--- src/rtl/hvtx_pkg.sv ---
// Shared video types for the hvtx sync / pattern / modulator blocks.
package hvtx_pkg;

  typedef logic [23:0] rgb_t;

  typedef enum logic {
    DIR_INC = 1'b0,
    DIR_DEC = 1'b1
  } dir_e;

  localparam rgb_t RGB_BLACK = 24'h00_0000;

endpackage

--- src/rtl/hvtx_box_axis.sv ---
// One bouncing axis: position register plus direction, moved on a step strobe.
module hvtx_box_axis
  import hvtx_pkg::*;
#(
  parameter int WID = 12
) (
  input  logic           i_clk,
  input  logic           i_rst_n,
  input  logic [WID-1:0] i_max,
  input  logic [WID-1:0] i_step,
  input  logic           i_step_stb,
  output logic [WID-1:0] o_pos,
  output dir_e           o_dir
);

  logic [WID-1:0] pos_q, pos_d;
  dir_e           dir_q, dir_d;
  logic [WID:0]   sum;

  // Next position: clamp to the edge and turn around instead of overshooting.
  always_comb begin
    pos_d = pos_q;
    dir_d = dir_q;
    sum   = {1'b0, pos_q} + {1'b0, i_step};
    if (i_step_stb) begin
      if (dir_q == DIR_INC) begin
        if (sum >= {1'b0, i_max}) begin
          pos_d = i_max;
          dir_d = DIR_DEC;
        end else begin
          pos_d = sum[WID-1:0];
        end
      end else begin
        if (pos_q <= i_step) begin
          pos_d = '0;
          dir_d = DIR_INC;
        end else begin
          // pos_q > i_step here, so the subtraction cannot wrap
          pos_d = pos_q - i_step;
        end
      end
    end
  end

  // Position/direction state.
  always_ff @(posedge i_clk or negedge i_rst_n) begin
    if (!i_rst_n) begin
      pos_q <= '0;
      dir_q <= DIR_INC;
    end else begin
      pos_q <= pos_d;
      dir_q <= dir_d;
    end
  end

  assign o_pos = pos_q;
  assign o_dir = dir_q;

endmodule

--- src/rtl/hvtx_box.sv ---
// Bouncing-square test pattern: frame tick/divider, two axes, 2-stage draw pipeline.
module hvtx_box
  import hvtx_pkg::*;
#(
  parameter int   WID             = 12,
  parameter int   ACTIVE_WIDTH    = 1920,
  parameter int   ACTIVE_HEIGHT   = 1080,
  parameter int   BOX_SIZE        = 10,
  parameter int   STEP            = 10,
  parameter int   FRAMES_PER_STEP = 1,
  parameter rgb_t COLOR           = 24'hff00a8
) (
  input  logic           i_clk,
  input  logic           i_rst_n,
  input  logic [WID-1:0] i_x,
  input  logic [WID-1:0] i_y,
  input  logic           i_hs,
  input  logic           i_vs,
  input  logic           i_de,
  input  logic           i_en,
  output logic           o_hs,
  output logic           o_vs,
  output logic           o_de,
  output rgb_t           o_video,
  output logic [WID-1:0] o_box_x,
  output logic [WID-1:0] o_box_y
);

  localparam logic [WID-1:0] MAX_X   = WID'(ACTIVE_WIDTH - BOX_SIZE);
  localparam logic [WID-1:0] MAX_Y   = WID'(ACTIVE_HEIGHT - BOX_SIZE);
  localparam logic [WID-1:0] STEP_W  = WID'(STEP);
  localparam logic [WID:0]   BOX_W1  = (WID+1)'(BOX_SIZE);
  localparam int             DIV_W   = (FRAMES_PER_STEP > 1) ? $clog2(FRAMES_PER_STEP) : 1;
  localparam logic [DIV_W-1:0] DIV_LAST = DIV_W'(FRAMES_PER_STEP - 1);

  logic             tick;
  logic             step_stb;
  logic [DIV_W-1:0] div_q, div_d;
  logic [WID-1:0]   box_x, box_y;

  // sync_q[s] = {hs,vs,de} after s register stages
  logic [2:0]       sync1_q, sync1_d;
  logic [2:0]       sync2_q, sync2_d;
  logic [3:0]       hit_q, hit_d;
  rgb_t             video_q, video_d;

  // First blanking line, first pixel: safe point to move the box.
  assign tick = (i_x == '0) && (i_y == WID'(ACTIVE_HEIGHT));

  // Frame divider: counts enabled ticks, steps on the last count and wraps.
  always_comb begin
    div_d    = div_q;
    step_stb = 1'b0;
    if (tick && i_en) begin
      if (div_q == DIV_LAST) begin
        div_d    = '0;
        step_stb = 1'b1;
      end else begin
        div_d = div_q + 1'b1;
      end
    end
  end

  // Divider state.
  always_ff @(posedge i_clk or negedge i_rst_n) begin
    if (!i_rst_n) div_q <= '0;
    else          div_q <= div_d;
  end

  hvtx_box_axis #(.WID(WID)) u_axis_x (
    .i_clk      (i_clk),
    .i_rst_n    (i_rst_n),
    .i_max      (MAX_X),
    .i_step     (STEP_W),
    .i_step_stb (step_stb),
    .o_pos      (box_x),
    .o_dir      ()
  );

  hvtx_box_axis #(.WID(WID)) u_axis_y (
    .i_clk      (i_clk),
    .i_rst_n    (i_rst_n),
    .i_max      (MAX_Y),
    .i_step     (STEP_W),
    .i_step_stb (step_stb),
    .o_pos      (box_y),
    .o_dir      ()
  );

  // Stage 1: box-edge compares against the current position, syncs delayed once.
  always_comb begin
    hit_d[0] = i_x >= box_x;
    hit_d[1] = {1'b0, i_x} < ({1'b0, box_x} + BOX_W1);
    hit_d[2] = i_y >= box_y;
    hit_d[3] = {1'b0, i_y} < ({1'b0, box_y} + BOX_W1);
    sync1_d  = {i_hs, i_vs, i_de};
  end

  // Stage 2: colour select, gated by the delayed data-enable.
  always_comb begin
    video_d = (&hit_q && sync1_q[0]) ? COLOR : RGB_BLACK;
    sync2_d = sync1_q;
  end

  // Draw pipeline registers.
  always_ff @(posedge i_clk or negedge i_rst_n) begin
    if (!i_rst_n) begin
      hit_q   <= '0;
      sync1_q <= '0;
      sync2_q <= '0;
      video_q <= RGB_BLACK;
    end else begin
      hit_q   <= hit_d;
      sync1_q <= sync1_d;
      sync2_q <= sync2_d;
      video_q <= video_d;
    end
  end

  assign o_hs    = sync2_q[2];
  assign o_vs    = sync2_q[1];
  assign o_de    = sync2_q[0];
  assign o_video = video_q;
  assign o_box_x = box_x;
  assign o_box_y = box_y;

endmodule

--- config.mk ---
export PLATFORM = sky130hd
export DESIGN_NAME = hvtx_box
export DESIGN_NICKNAME = d
export VERILOG_FILES = /design/src/rtl/hvtx_pkg.sv /design/src/rtl/hvtx_box_axis.sv /design/src/rtl/hvtx_box.sv
export SDC_FILE = /design/constraint.sdc
export NUM_CORES = 1
export LEC_CHECK = 0
export ABC_AREA = 1
export BUFFER_PORTS_ARGS = -buffer_cell sky130_fd_sc_hd__buf_2
export CELL_PAD_IN_SITES_DETAIL_PLACEMENT = 0
export CELL_PAD_IN_SITES_GLOBAL_PLACEMENT = 1
export CORE_ASPECT_RATIO = 1.1
export CORE_UTILIZATION = 40
export CTS_CLUSTER_SIZE = 20
export DETAILED_ROUTE_END_ITERATION = 7
export MAX_ROUTING_LAYER = met4
export PLACE_DENSITY = 0.84
export SYNTH_ARGS = -nofsm -noshare
export SYNTH_HDL_FRONTEND = slang
export SYNTH_SLANG_ARGS = --single-unit
--- constraint.sdc ---
create_clock -name i_clk -period 2.65 [get_ports i_clk]
set_input_delay 0.265 -clock i_clk [delete_from_list [all_inputs] [get_ports i_clk]]
set_output_delay 0.265 -clock i_clk [all_outputs]
set_load 0.005 [all_outputs]
==> run summary <==
Status - completed
Number of global-route vias before repair - 3698
Final core occ - 0.455
Minimum clock period - 2.20 ns
Endpoints failing setup - 0
Root buf cell - clkbuf_8
Starting Density - 0.414
First DRT Iteration DRCs - 276
Fmax - 455 MHz
Post-synth EDFFs - 0
Worst VDD drop - 0.153 mV
Layout cells sized above 1 - 0.168
Top cells by area, synth - dfrtp_1, ha_1, nand2_1
Worst r2r path cells - 14
MaxCap Viol Count - 0
Core Area - 9440 um2
Mapped cell area - 3910 um2
CTS Hold Bufs - 0
Int Power - 0.000834 W
Ys flop type - dfrtp_1
Setup crit end - hit_q[1]
# DRC - 0
Seq/Total Area, Yosys - 0.224
Global Route Usage Sum - 0.237
Worst rel slew slack - 0.454
Slack of the worst reg-to-reg path - 0.45 ns
Final nets - 696
First-pass GRT wire length - 18.3 mm
CP cell instances - ha_1 > nor2_1 > nor2_2 > nand2_1 > o21ai_0 > o21ai_1 > ha_1 > nand2_1 > inv_1 > nand4_1 > inv_1 > o21bai_1 > nand3_1 > nand3_1
Worst Path Arrival - 2.42 ns
Inst Count DP - 727
CP Launch Point - u_axis_x.o_pos[1]
Leakage - 2.27 nW
Comb pwr share - 0.127
Critical Path Stages - 14
CP Buf/Inv Count - 2
# resized after CTS - 0
Worst-path maximum fanout - 7
Htree depth - 2
Hold Vio Cnt, Final - 0
#FFs+latches synth - 35
TNS Setup - 0 ns
Count of cell types in the netlist - 43
IO Count - 81
Clk pin slew, worst setup/hold paths - 0.08 ns
Largest net degree at the start of global routing - 36
Seq pwr share - 0.479
Initial DRT Pass Iterations - 5
Post-route insts no fill - 735
Die Ht - 106 um
Initial antenna violation count - 0
FF-to-FF Start - u_axis_x.o_pos[1]
Routed WL - 11.1 mm
Ant diodes - 0
Period utilisation layout - 0.829
Worst-skew pair later-pin latency - 0.29 ns
Post-synth top area share - 0.224
Warnings, synthesis - 0
Area delta synth->final - 9.95%
CTS tree - yes
Post-detailed-route via-to-cell ratio - 5.34
Gpl congestion - 0.928
Critical path class - register to register
Worst EP required - 2.87 ns
Area of the die - 10200 um2
Instance count of the mapped netlist - 564
Slew Viols, Final - 0
Switching Fraction - 0.268
Synth area leader - dfrtp_1
Setup crit start kind - register
Port Buffer Count - 65
Crit path max-delay family - simple AND/OR/NAND/NOR gates
Syn_area_per_cell - 6.94 um2
Post-CTS Setup Inserts - 0
Gr ovfl total - 0
Routed Antenna Nets - 0
Detailed-placement wirelength estimate - 8.88 mm
Num CTS Buffers - 5
Vias - 3928
Num rows - 37
Clk sinks - 35
CP Capture Type - register
Max incr delay on CP - 0.46 ns
Slew of the pin with the lowest slew margin - 0.818 ns
R2R Path End - hit_q[1]
NetSw - 0.000305 W
Layout Skew - 0.00960 ns
Power per cell area - 265 nW/um2
Asr flop ratio synth - 1.00
Maximum root-to-sink buffer count - 2
Worst min-delay path class - input port to async pin
Drt wl/cell - 15.1 um
RSZ-0062 raised after global routing - false
Clk pwr share - 0.393
Worst path slowest cell - dfrtp_1
Die W - 96.3 um
-- per-stage QoR --
step	power, W	cell area, um2	hold WS, ns	worst slack, ns
3_5_place_dp	0.000702	4200	0.347	0.490
4_1_cts	0.00115	4300	0.0684	0.463
3_3_place_gp	0.000698	4200	0.335	0.510
2_1_floorplan	0.000643	3970	-0.0306	0.733
6_report	0.00114	4300	0.0697	0.454
5_1_grt	0.00120	4300	0.0694	0.219
-- cell usage in the layout (no fill, tap or decap), types with 4 or more instances in the layout --
cell type  netlist  layout
dfrtp_1         35      35
o21ai_0         21      21
xor2_1          14      14
nand2_1        110     110
buf_2            2      65
a31oi_1          4       4
inv_1           65      65
nor3_1          12      12
nand3_1         45      45
or2_2            4       4
inv_2            4       4
nand4_1         22      22
conb_1           1      15
clkbuf_8         0       7
nor2_1          64      64
ha_1            49      49
nor2_2           4       4
a21oi_1         30      30
nor4_1           6       6
o21ai_1          5       5
o211ai_1         5       5
-- kinds of logic after synthesis --
| group | share of synthesized area |
|---|---|
| adders and majority gates | 0.157 |
| xor gates and xnor gates | 0.0397 |
| DFF | 0.224 |
| buffers and inverters | 0.131 |
| AOI/OAI and AO/OA | 0.117 |
| other | 0.000958 |
| and+or+nand+nor | 0.331 |
-- layer usage --
metal,GRT usage,up-vias,share of wire
li1,-,1945,-
met1,0.318,1809,0.45
met2,0.379,150,0.48
met3,0.0245,24,0.054
met4,0.0630,0,0.020
met5,-,-,0
-- cell usage after synthesis, drive strengths merged, types with 2 or more instances --
cell    count
nand2     116
nor2       71
inv        70
ha         49
nand3      46
dfrtp      35
buf        32
a21oi      31
o21ai      27
nand4      22
xor2       16
nor3       12
nor4        6
o211ai      5
or2         5
a22oi       4
a31oi       4
a211oi      2
clkbuf      2
o21bai      2
-- power by group through the flow --
stage,Clock (W),Combinational (W),Sequential (W)
6_report,0.000448,0.000145,0.000546
5_1_grt,0.000481,0.000169,0.000547
4_1_cts,0.000455,0.000146,0.000546
3_5_place_dp,0,0.000145,0.000557
3_3_place_gp,0,0.000142,0.000556
2_1_floorplan,0,0.0000870,0.000556
-- area by class of cell --
cell class / count / area (um2)
fillers: 995 / 5140
multi-input cells: 439 / 2580
flip-flops and latches: 35 / 876
repair buffers: 66 / 333
inverters: 70 / 265
well taps: 117 / 146
clock buffers: 7 / 96.3
clock inverters: 1 / 7.51
-- worst register-to-register path: cells and delay by family (launching register included) --
kind	cells	cell delay, ns
DFF	1	0.46
and+or+nand+nor	7	0.67
adders and majority gates	2	0.55
buffers and inverters	2	0.08
AOI/OAI and AO/OA	3	0.37
-- flip-flops by register name, summed over array words and instances (netlist names) --
name	cells
hit_q	4
o_video	1
sync1_q	3
sync2_q	3
u_axis_x.o_dir	1
u_axis_x.o_pos	11
u_axis_y.o_dir	1
u_axis_y.o_pos	11
-- how the worst min path moves through the flow --
stage	start	endpoint	slack, ns
floorplan	i_rst_n	hit_q[0]	-0.03
global placement	sync1_q[1]	sync2_q[1]	0.33
detailed placement	sync1_q[2]	sync2_q[2]	0.35
CTS	i_de	sync1_q[0]	0.07
global route	i_vs	sync1_q[1]	0.07
finish	i_rst_n	u_axis_y.o_dir	0.07
(Power assumes the default switching activity.)
